`src/rtl/instr_fetch_pkg.sv`:
```
// Shared constants and types for the instruction fetch stage.
package instr_fetch_pkg;

    localparam int unsigned WORD_SIZE = 32;
    localparam logic [31:0] NOP_INSTR = 32'h0000_0013;
    localparam logic [31:0] PC_INCR   = 32'd4;

    typedef enum logic [1:0] {
        IDLE  = 2'd0,
        RUN   = 2'd1,
        FAULT = 2'd2
    } fetch_state_t;

    typedef struct packed {
        logic [WORD_SIZE-1:0] instr;
        logic [WORD_SIZE-1:0] pc;
    } fetch_entry_t;

    function automatic logic [31:0] align_word(input logic [31:0] addr);
        return addr & ~32'h3;
    endfunction

endpackage

```
`src/rtl/instr_fetch_if.sv`:
```
// Fetch-stage bus: imem request/response, decode handshake and redirect.
interface instr_fetch_if;

    logic        imem_req_valid;
    logic        imem_req_ready;
    logic [31:0] imem_addr;
    logic        imem_rsp_valid;
    logic [31:0] imem_rsp_data;
    logic        instr_valid;
    logic        instr_ready;
    logic [31:0] instruction;
    logic [31:0] instr_pc;
    logic        redirect_valid;
    logic [31:0] redirect_target;
    logic        fetch_fault;

    modport master (
        output imem_req_valid, imem_addr, instr_valid, instruction, instr_pc, fetch_fault,
        input  imem_req_ready, imem_rsp_valid, imem_rsp_data, instr_ready,
               redirect_valid, redirect_target
    );

    modport slave (
        input  imem_req_valid, imem_addr, instr_valid, instruction, instr_pc, fetch_fault,
        output imem_req_ready, imem_rsp_valid, imem_rsp_data, instr_ready,
               redirect_valid, redirect_target
    );

endinterface

```
`src/rtl/instr_fetch_buffer.sv`:
```
// Synchronous FIFO of {instruction, pc} entries between imem responses and decode.
module fetch_buffer
    import instr_fetch_pkg::*;
#(
    parameter int unsigned DEPTH = 2,
    localparam int unsigned AW = $clog2(DEPTH),
    localparam int unsigned CW = AW + 1
) (
    input  logic          clk,
    input  logic          reset_n,
    input  logic          push,
    input  fetch_entry_t  push_data,
    input  logic          pop,
    input  logic          flush,
    output fetch_entry_t  head,
    output logic [CW-1:0] count,
    output logic          empty,
    output logic          full
);

    fetch_entry_t  mem [DEPTH];
    fetch_entry_t  hold;
    logic [AW-1:0] rd_ptr;
    logic [AW-1:0] wr_ptr;
    logic          do_pop;

    assign empty  = (count == '0);
    assign full   = (32'(count) == DEPTH);
    assign do_pop = pop && !empty;
    // hold tracks whatever was last presented so the head is stable while empty
    assign head   = empty ? hold : mem[rd_ptr];

    always_ff @(posedge clk) begin
        if (push && !flush) begin
            mem[wr_ptr] <= push_data;
        end
    end

    always_ff @(posedge clk or negedge reset_n) begin
        if (!reset_n) begin
            rd_ptr <= '0;
            wr_ptr <= '0;
            count  <= '0;
            hold   <= '{instr: NOP_INSTR, pc: '0};
        end else begin
            hold <= head;
            if (flush) begin
                rd_ptr <= '0;
                wr_ptr <= '0;
                count  <= '0;
            end else begin
                if (push)   wr_ptr <= wr_ptr + AW'(1);
                if (do_pop) rd_ptr <= rd_ptr + AW'(1);
                count <= count + CW'(push) - CW'(do_pop);
            end
        end
    end

endmodule

```
`src/rtl/instr_fetch.sv`:
```
// Fetch stage: PC, request credit, in-flight PC queue and redirect/flush control.
// Optional misaligned-redirect fault via FETCH_MISALIGN_CHK_EN.
module instr_fetch
    import instr_fetch_pkg::*;
#(
    parameter logic [31:0] RESET_PC     = 32'h0000_0000,
    parameter int unsigned BUF_DEPTH    = 2,
    parameter int unsigned MAX_INFLIGHT = 2
) (
    input logic           clk,
    input logic           reset_n,
    instr_fetch_if.master bus
);

    localparam int unsigned IW = $clog2(MAX_INFLIGHT + 1);
    localparam int unsigned PW = (MAX_INFLIGHT > 1) ? $clog2(MAX_INFLIGHT) : 1;
    localparam int unsigned CW = $clog2(BUF_DEPTH) + 1;

    fetch_state_t  state;
    logic [31:0]   pc;
    logic [31:0]   target;
    logic [IW-1:0] inflight;
    logic [IW-1:0] inflight_next;
    logic [IW-1:0] drop;
    logic [31:0]   pc_q [MAX_INFLIGHT];
    logic [PW-1:0] pq_head;
    logic [PW-1:0] pq_tail;
    logic [CW-1:0] count;
    logic          buf_empty;
    logic          buf_full;
    fetch_entry_t  head;
    fetch_entry_t  push_entry;
    logic          req_valid;
    logic          req_fire;
    logic          rsp_drop;
    logic          rsp_keep;
    logic          pop;
    logic          fault;

    function automatic logic [PW-1:0] pq_next(input logic [PW-1:0] p);
        return (32'(p) == MAX_INFLIGHT - 1) ? '0 : p + PW'(1);
    endfunction

    // Credit counts dropped in-flight words too, so every accepted request owns a slot.
    always_comb begin
        req_valid = (state == RUN) && !bus.redirect_valid && !buf_full
                    && (32'(inflight) < MAX_INFLIGHT)
                    && (32'(inflight) + 32'(count) < BUF_DEPTH);
        req_fire      = req_valid && bus.imem_req_ready;
        rsp_drop      = bus.imem_rsp_valid && (bus.redirect_valid || drop != '0);
        rsp_keep      = bus.imem_rsp_valid && !rsp_drop;
        pop           = !buf_empty && bus.instr_ready;
        inflight_next = inflight + IW'(req_fire) - IW'(bus.imem_rsp_valid);
        push_entry    = '{instr: bus.imem_rsp_data, pc: pc_q[pq_head]};
    end

`ifdef FETCH_MISALIGN_CHK_EN
    assign target = bus.redirect_target;
`else
    assign target = align_word(bus.redirect_target);
    assign fault  = 1'b0;
`endif

    always_ff @(posedge clk or negedge reset_n) begin
        if (!reset_n) begin
            state    <= IDLE;
            pc       <= RESET_PC;
            inflight <= '0;
            drop     <= '0;
            pq_head  <= '0;
            pq_tail  <= '0;
`ifdef FETCH_MISALIGN_CHK_EN
            fault    <= 1'b0;
`endif
        end else begin
            inflight <= inflight_next;
            if (bus.redirect_valid) begin
                pc      <= target;
                drop    <= inflight_next;
                pq_head <= '0;
                pq_tail <= '0;
`ifdef FETCH_MISALIGN_CHK_EN
                if (target[1:0] != 2'b00) begin
                    state <= FAULT;
                    fault <= 1'b1;
                end else begin
                    state <= RUN;
                    fault <= 1'b0;
                end
`else
                state   <= RUN;
`endif
            end else begin
                if (req_fire) begin
                    pc      <= pc + PC_INCR;
                    pq_tail <= pq_next(pq_tail);
                end
                if (rsp_drop) drop    <= drop - IW'(1);
                if (rsp_keep) pq_head <= pq_next(pq_head);
                if (state == IDLE) state <= RUN;
            end
        end
    end

    always_ff @(posedge clk) begin
        if (req_fire) begin
            pc_q[pq_tail] <= pc;
        end
    end

    fetch_buffer #(.DEPTH(BUF_DEPTH)) u_buf (
        .clk       (clk),
        .reset_n   (reset_n),
        .push      (rsp_keep),
        .push_data (push_entry),
        .pop       (pop),
        .flush     (bus.redirect_valid),
        .head      (head),
        .count     (count),
        .empty     (buf_empty),
        .full      (buf_full)
    );

    assign bus.imem_req_valid = req_valid;
    assign bus.imem_addr      = align_word(pc);
    assign bus.instr_valid    = !buf_empty;
    assign bus.instruction    = head.instr;
    assign bus.instr_pc       = head.pc;
    assign bus.fetch_fault    = fault;

endmodule

```
`src/flat_wrapper.sv`:
```
// flat-port wrapper written by rule: the top's interface ports become plain ports
module instr_fetch_flat import instr_fetch_pkg::*;
#(
    parameter logic [31:0] RESET_PC     = 32'h0000_0000,
    parameter int unsigned BUF_DEPTH    = 2,
    parameter int unsigned MAX_INFLIGHT = 2
)
  (clk, reset_n, bus_imem_req_valid, bus_imem_addr, bus_instr_valid, bus_instruction, bus_instr_pc, bus_fetch_fault, bus_imem_req_ready, bus_imem_rsp_valid, bus_imem_rsp_data, bus_instr_ready, bus_redirect_valid, bus_redirect_target);
  instr_fetch_if bus_i ();
  input logic clk;
  input logic reset_n;
  output wire logic [$bits(bus_i.imem_req_valid)-1:0] bus_imem_req_valid;
  output wire logic [$bits(bus_i.imem_addr)-1:0] bus_imem_addr;
  output wire logic [$bits(bus_i.instr_valid)-1:0] bus_instr_valid;
  output wire logic [$bits(bus_i.instruction)-1:0] bus_instruction;
  output wire logic [$bits(bus_i.instr_pc)-1:0] bus_instr_pc;
  output wire logic [$bits(bus_i.fetch_fault)-1:0] bus_fetch_fault;
  input wire logic [$bits(bus_i.imem_req_ready)-1:0] bus_imem_req_ready;
  input wire logic [$bits(bus_i.imem_rsp_valid)-1:0] bus_imem_rsp_valid;
  input wire logic [$bits(bus_i.imem_rsp_data)-1:0] bus_imem_rsp_data;
  input wire logic [$bits(bus_i.instr_ready)-1:0] bus_instr_ready;
  input wire logic [$bits(bus_i.redirect_valid)-1:0] bus_redirect_valid;
  input wire logic [$bits(bus_i.redirect_target)-1:0] bus_redirect_target;
  assign bus_imem_req_valid = bus_i.imem_req_valid;
  assign bus_imem_addr = bus_i.imem_addr;
  assign bus_instr_valid = bus_i.instr_valid;
  assign bus_instruction = bus_i.instruction;
  assign bus_instr_pc = bus_i.instr_pc;
  assign bus_fetch_fault = bus_i.fetch_fault;
  assign bus_i.imem_req_ready = bus_imem_req_ready;
  assign bus_i.imem_rsp_valid = bus_imem_rsp_valid;
  assign bus_i.imem_rsp_data = bus_imem_rsp_data;
  assign bus_i.instr_ready = bus_instr_ready;
  assign bus_i.redirect_valid = bus_redirect_valid;
  assign bus_i.redirect_target = bus_redirect_target;
  instr_fetch #(.RESET_PC(RESET_PC), .BUF_DEPTH(BUF_DEPTH), .MAX_INFLIGHT(MAX_INFLIGHT)) u_core (.clk(clk), .reset_n(reset_n), .bus(bus_i));
endmodule
```
`config.mk`:
```
export PLATFORM = sky130hd
export DESIGN_NAME = instr_fetch_flat
export DESIGN_NICKNAME = d
export VERILOG_FILES = /design/src/rtl/instr_fetch_pkg.sv /design/src/rtl/instr_fetch_if.sv /design/src/rtl/instr_fetch_buffer.sv /design/src/rtl/instr_fetch.sv /design/src/flat_wrapper.sv
export SDC_FILE = /design/constraint.sdc
export NUM_CORES = 1
export LEC_CHECK = 0
export CAP_MARGIN = 40
export CORE_MARGIN = 2
export CORE_UTILIZATION = 49
export CTS_CLUSTER_DIAMETER = 100
export CTS_CLUSTER_SIZE = 24
export DETAILED_ROUTE_END_ITERATION = 6
export PLACE_DENSITY_LB_ADDON = 0.08
export SLEW_MARGIN = 10
export SYNTH_ARGS = -nofsm -noshare
export SYNTH_HDL_FRONTEND = slang
export SYNTH_SLANG_ARGS = --single-unit
```
`constraint.sdc`:
```
create_clock -name clk -period 3.7 [get_ports clk]
set_clock_uncertainty 0.1 [all_clocks]
set_input_delay 0.74 -clock clk [delete_from_list [all_inputs] [get_ports clk]]
set_output_delay 0.74 -clock clk [all_outputs]
set_load 0.005 [all_outputs]
```
==> run metrics <==
Nets 1,010; # IOs 169; max cap viols 0; RSZ-0062 raised after global routing no; # setup viols final 0; Tot Pwr 8.83 mW; library cells used by synthesis 61; Tmin final 3.51 ns; TritonCTS clock tree built; first-pass GRT wire length 35.6 mm; simple-gate area share of the yosys netlist 8.37%; # rows 55; Die ar. 0.0242 mm²; ys flop type edfxtp_1; sequential fraction of the synthesis area 72.5%; XOR/XNOR share of the synthesized area 1.48%; Synth Area per Inst 14.7 µm²; most common cell after layout, fill and taps aside edfxtp_1; share of cells above drive strength 1 9.75%; CTS clk-pin slew, worst paths 0.09 ns; P_leak 4.94 nW; wire length per cell 18.1 µm; Ant. Diodes 0; die height 156 µm; core area 0.0226 mm²; Overflow after GRT 0; multiplexer share of the synthesized area 8.79%; worst setup margin 0.195 ns; Place WS 0.543 ns; total DRC errors in the routed layout 0; number of synthesized flops with an enable pin 184; Initial Util 49.9%; All-Layer GR Usage 18.5%; DRT iter0 DRCs 387; worst ir drop on vdd 0.000564 V; worst hold path class in -> async; Switching Share 28.1%; Multi-input gate area 0.00291 mm²; post-cts hold buffer count 0; CP max FO 34; CTS Buf Count 16; Startpoint Class register; First-pass DRT Iterations 5; Slew Viols, Final 0; post-synthesis async set-or-reset flop share 36.3%; max_slew headroom 57.2%; Placed Instances 1,201; Cell Count, Final, Fillers Out 1,229; adder-cell share of the synthesized area 0.734%; Post-Syn Area 0.0113 mm²; outcome complete, no violations; clock sinks 289; Root Buffer clkbuf_16; worst endpoint required time 2.86 ns; vias per cell 5.36; P_sw 2.48 mW; IO buf count 163; internal power 6.34 mW; Clk pwr share 21.1%; HPWL Detailed 15.0 mm; H-tree depth 1; largest family of logic cells by synthesized area multiplexers; Cells after Synth 768; sequential standard cell area 0.00816 mm²; postcts setup bufs 0; synth warn 0; FILL cells 1,709; fin crit share 94.7%; most frequent cells in the layout 184 x edfxtp_1, 162 x clkdlybuf4s50_1, 105 x nand2_1, 101 x dfrtp_1, 79 x o21ai_0; Hold Fails Final Rpt 0; initial antenna violation count 0; via count 6,592; post-route ant nets 0; CP endpoint kind primary output; critical path start-end classification reg -> out; Chip Width 156 µm; pwr dens 638 mW/mm²; P&R area growth vs syn 22.9%; Max Freq 285 MHz; final hold slack 0.0932 ns; Critical Path AT 2.67 ns; largest net degree at the start of global routing 86; Compound-Gate Fraction of Synth Area 6.10%; drt total wl 22.2 mm; Max Root-Sink Buffers 3; worst-margin pin slew 0.642 ns; sequential share of power 49.1%; routability cong. 0.877; flops & latches, synth 289; PostCTS Resize Cnt 0; vias in the first global route 6,678; clk_lat worst skew 0.49 ns; combinational share of power 29.7%
[flip-flops by register name, indices dropped and copies added, names as in the netlist]
name	flops
u_core.u_buf.mem	124
u_core.u_buf.hold	64
u_core.pc_q	60
u_core.pc	30
u_core.drop	2
u_core.inflight	2
u_core.u_buf.count	2
u_core.pq_head	1
u_core.pq_tail	1
u_core.state	1
u_core.u_buf.rd_ptr	1
u_core.u_buf.wr_ptr	1
[worst paths after layout]
| path | from | slack (ns) | endpoint | depth (start not counted) |
|---|---|---|---|---|
| max | u_core.u_buf.rd_ptr$_DFFE_PN0P_ | 0.19 | bus_instr_pc[2] | 4 |
| min | reset_n | 0.09 | u_core.u_buf.hold[55]$_DFF_PN0_ | 1 |
| max reg2reg | u_core.u_buf.count[0]$_DFF_PN0_ | 0.66 | u_core.pc_q[1][26]$_DFFE_PP_ | 6 |
| min reg2reg | u_core.u_buf.hold[0]$_DFF_PN0_ | 0.39 | u_core.u_buf.hold[0]$_DFF_PN0_ | 1 |
| max in group asynchronous | reset_n | 2.71 | u_core.pc[26]$_DFFE_PN0P_ | 2 |
| min in group clk | u_core.u_buf.hold[0]$_DFF_PN0_ | 0.39 | u_core.u_buf.hold[0]$_DFF_PN0_ | 1 |
[critical path: stages, from the launching register on]
cell,delay [ns]
dfrtp_4,0.84
buf_4,0.38
mux2i_1,0.11
o21ai_0,0.25
clkdlybuf4s50_1,0.57
[metrics by stage]
step / cell area, µm² / TNS, ns / util, %
finish: 13800 / 0 / 61.3
global route: 13800 / 0 / 61.3
CTS: 13800 / 0 / 61.3
detailed placement: 13300 / 0 / 59.1
global placement: 13200 / 0 / 58.6
floorplan: 11300 / -58.17 / -
[layout make-up]
type / count / share of cell area [%]
clock buffers: 27 / 3.35
clock inverters: 1 / 0.217
inverters: 13 / 0.353
multi-input cells: 431 / 21.0
flip-flops and latches: 289 / 59.0
well taps: 285 / 2.58
repair buffers: 183 / 13.5
[cell usage after synthesis (all sizes together) (4+ instances only)]
cell type	instances	area, µm²
edfxtp	184	5530
nand2	105	394
dfrtp	102	2550
o21ai	80	400
mux2i	64	641
mux2	31	349
nand3	21	128
clkbuf	20	75.1
nor2	20	77.6
buf	16	88.8
xnor2	13	114
inv	12	45.0
nand4	11	83.8
a21oi	9	45.0
o211ai	7	52.6
o311ai	7	61.3
nor3	6	46.3
xor2	6	52.6
and2	5	31.3
ha	5	62.6
nor4	5	58.8
or3	4	30.0
[logic make-up after synthesis]
group,Yosys count
flops,289
buf+inv,50
xor+xnor,19
fa+ha+maj,6
mux,95
simple gates,189
compound gates,118
other cells,2
[metal layers]
layer	part of all wire, %	vias to the layer above	wire length, µm	track usage, %
met5	0	-	0	0
met3	4.8	21	1060	2.53
met1	46	3235	10200	26.9
li1	-	3141	-	-
met2	48	195	10700	30.4
met4	1.3	0	282	3.58
[power groups by stage]
| stage | sequential, mW | clock [mW] | combinational (mW) |
|---|---|---|---|
| detailed placement | 4.41 | 0 | 2.66 |
| global route | 4.40 | 2.03 | 2.89 |
| floorplan | 4.27 | 0 | 1.25 |
| global placement | 4.40 | 0 | 2.53 |
| finish | 4.34 | 1.87 | 2.62 |
| CTS | 4.34 | 1.93 | 2.67 |
Power figures use the tool's default switching activity.
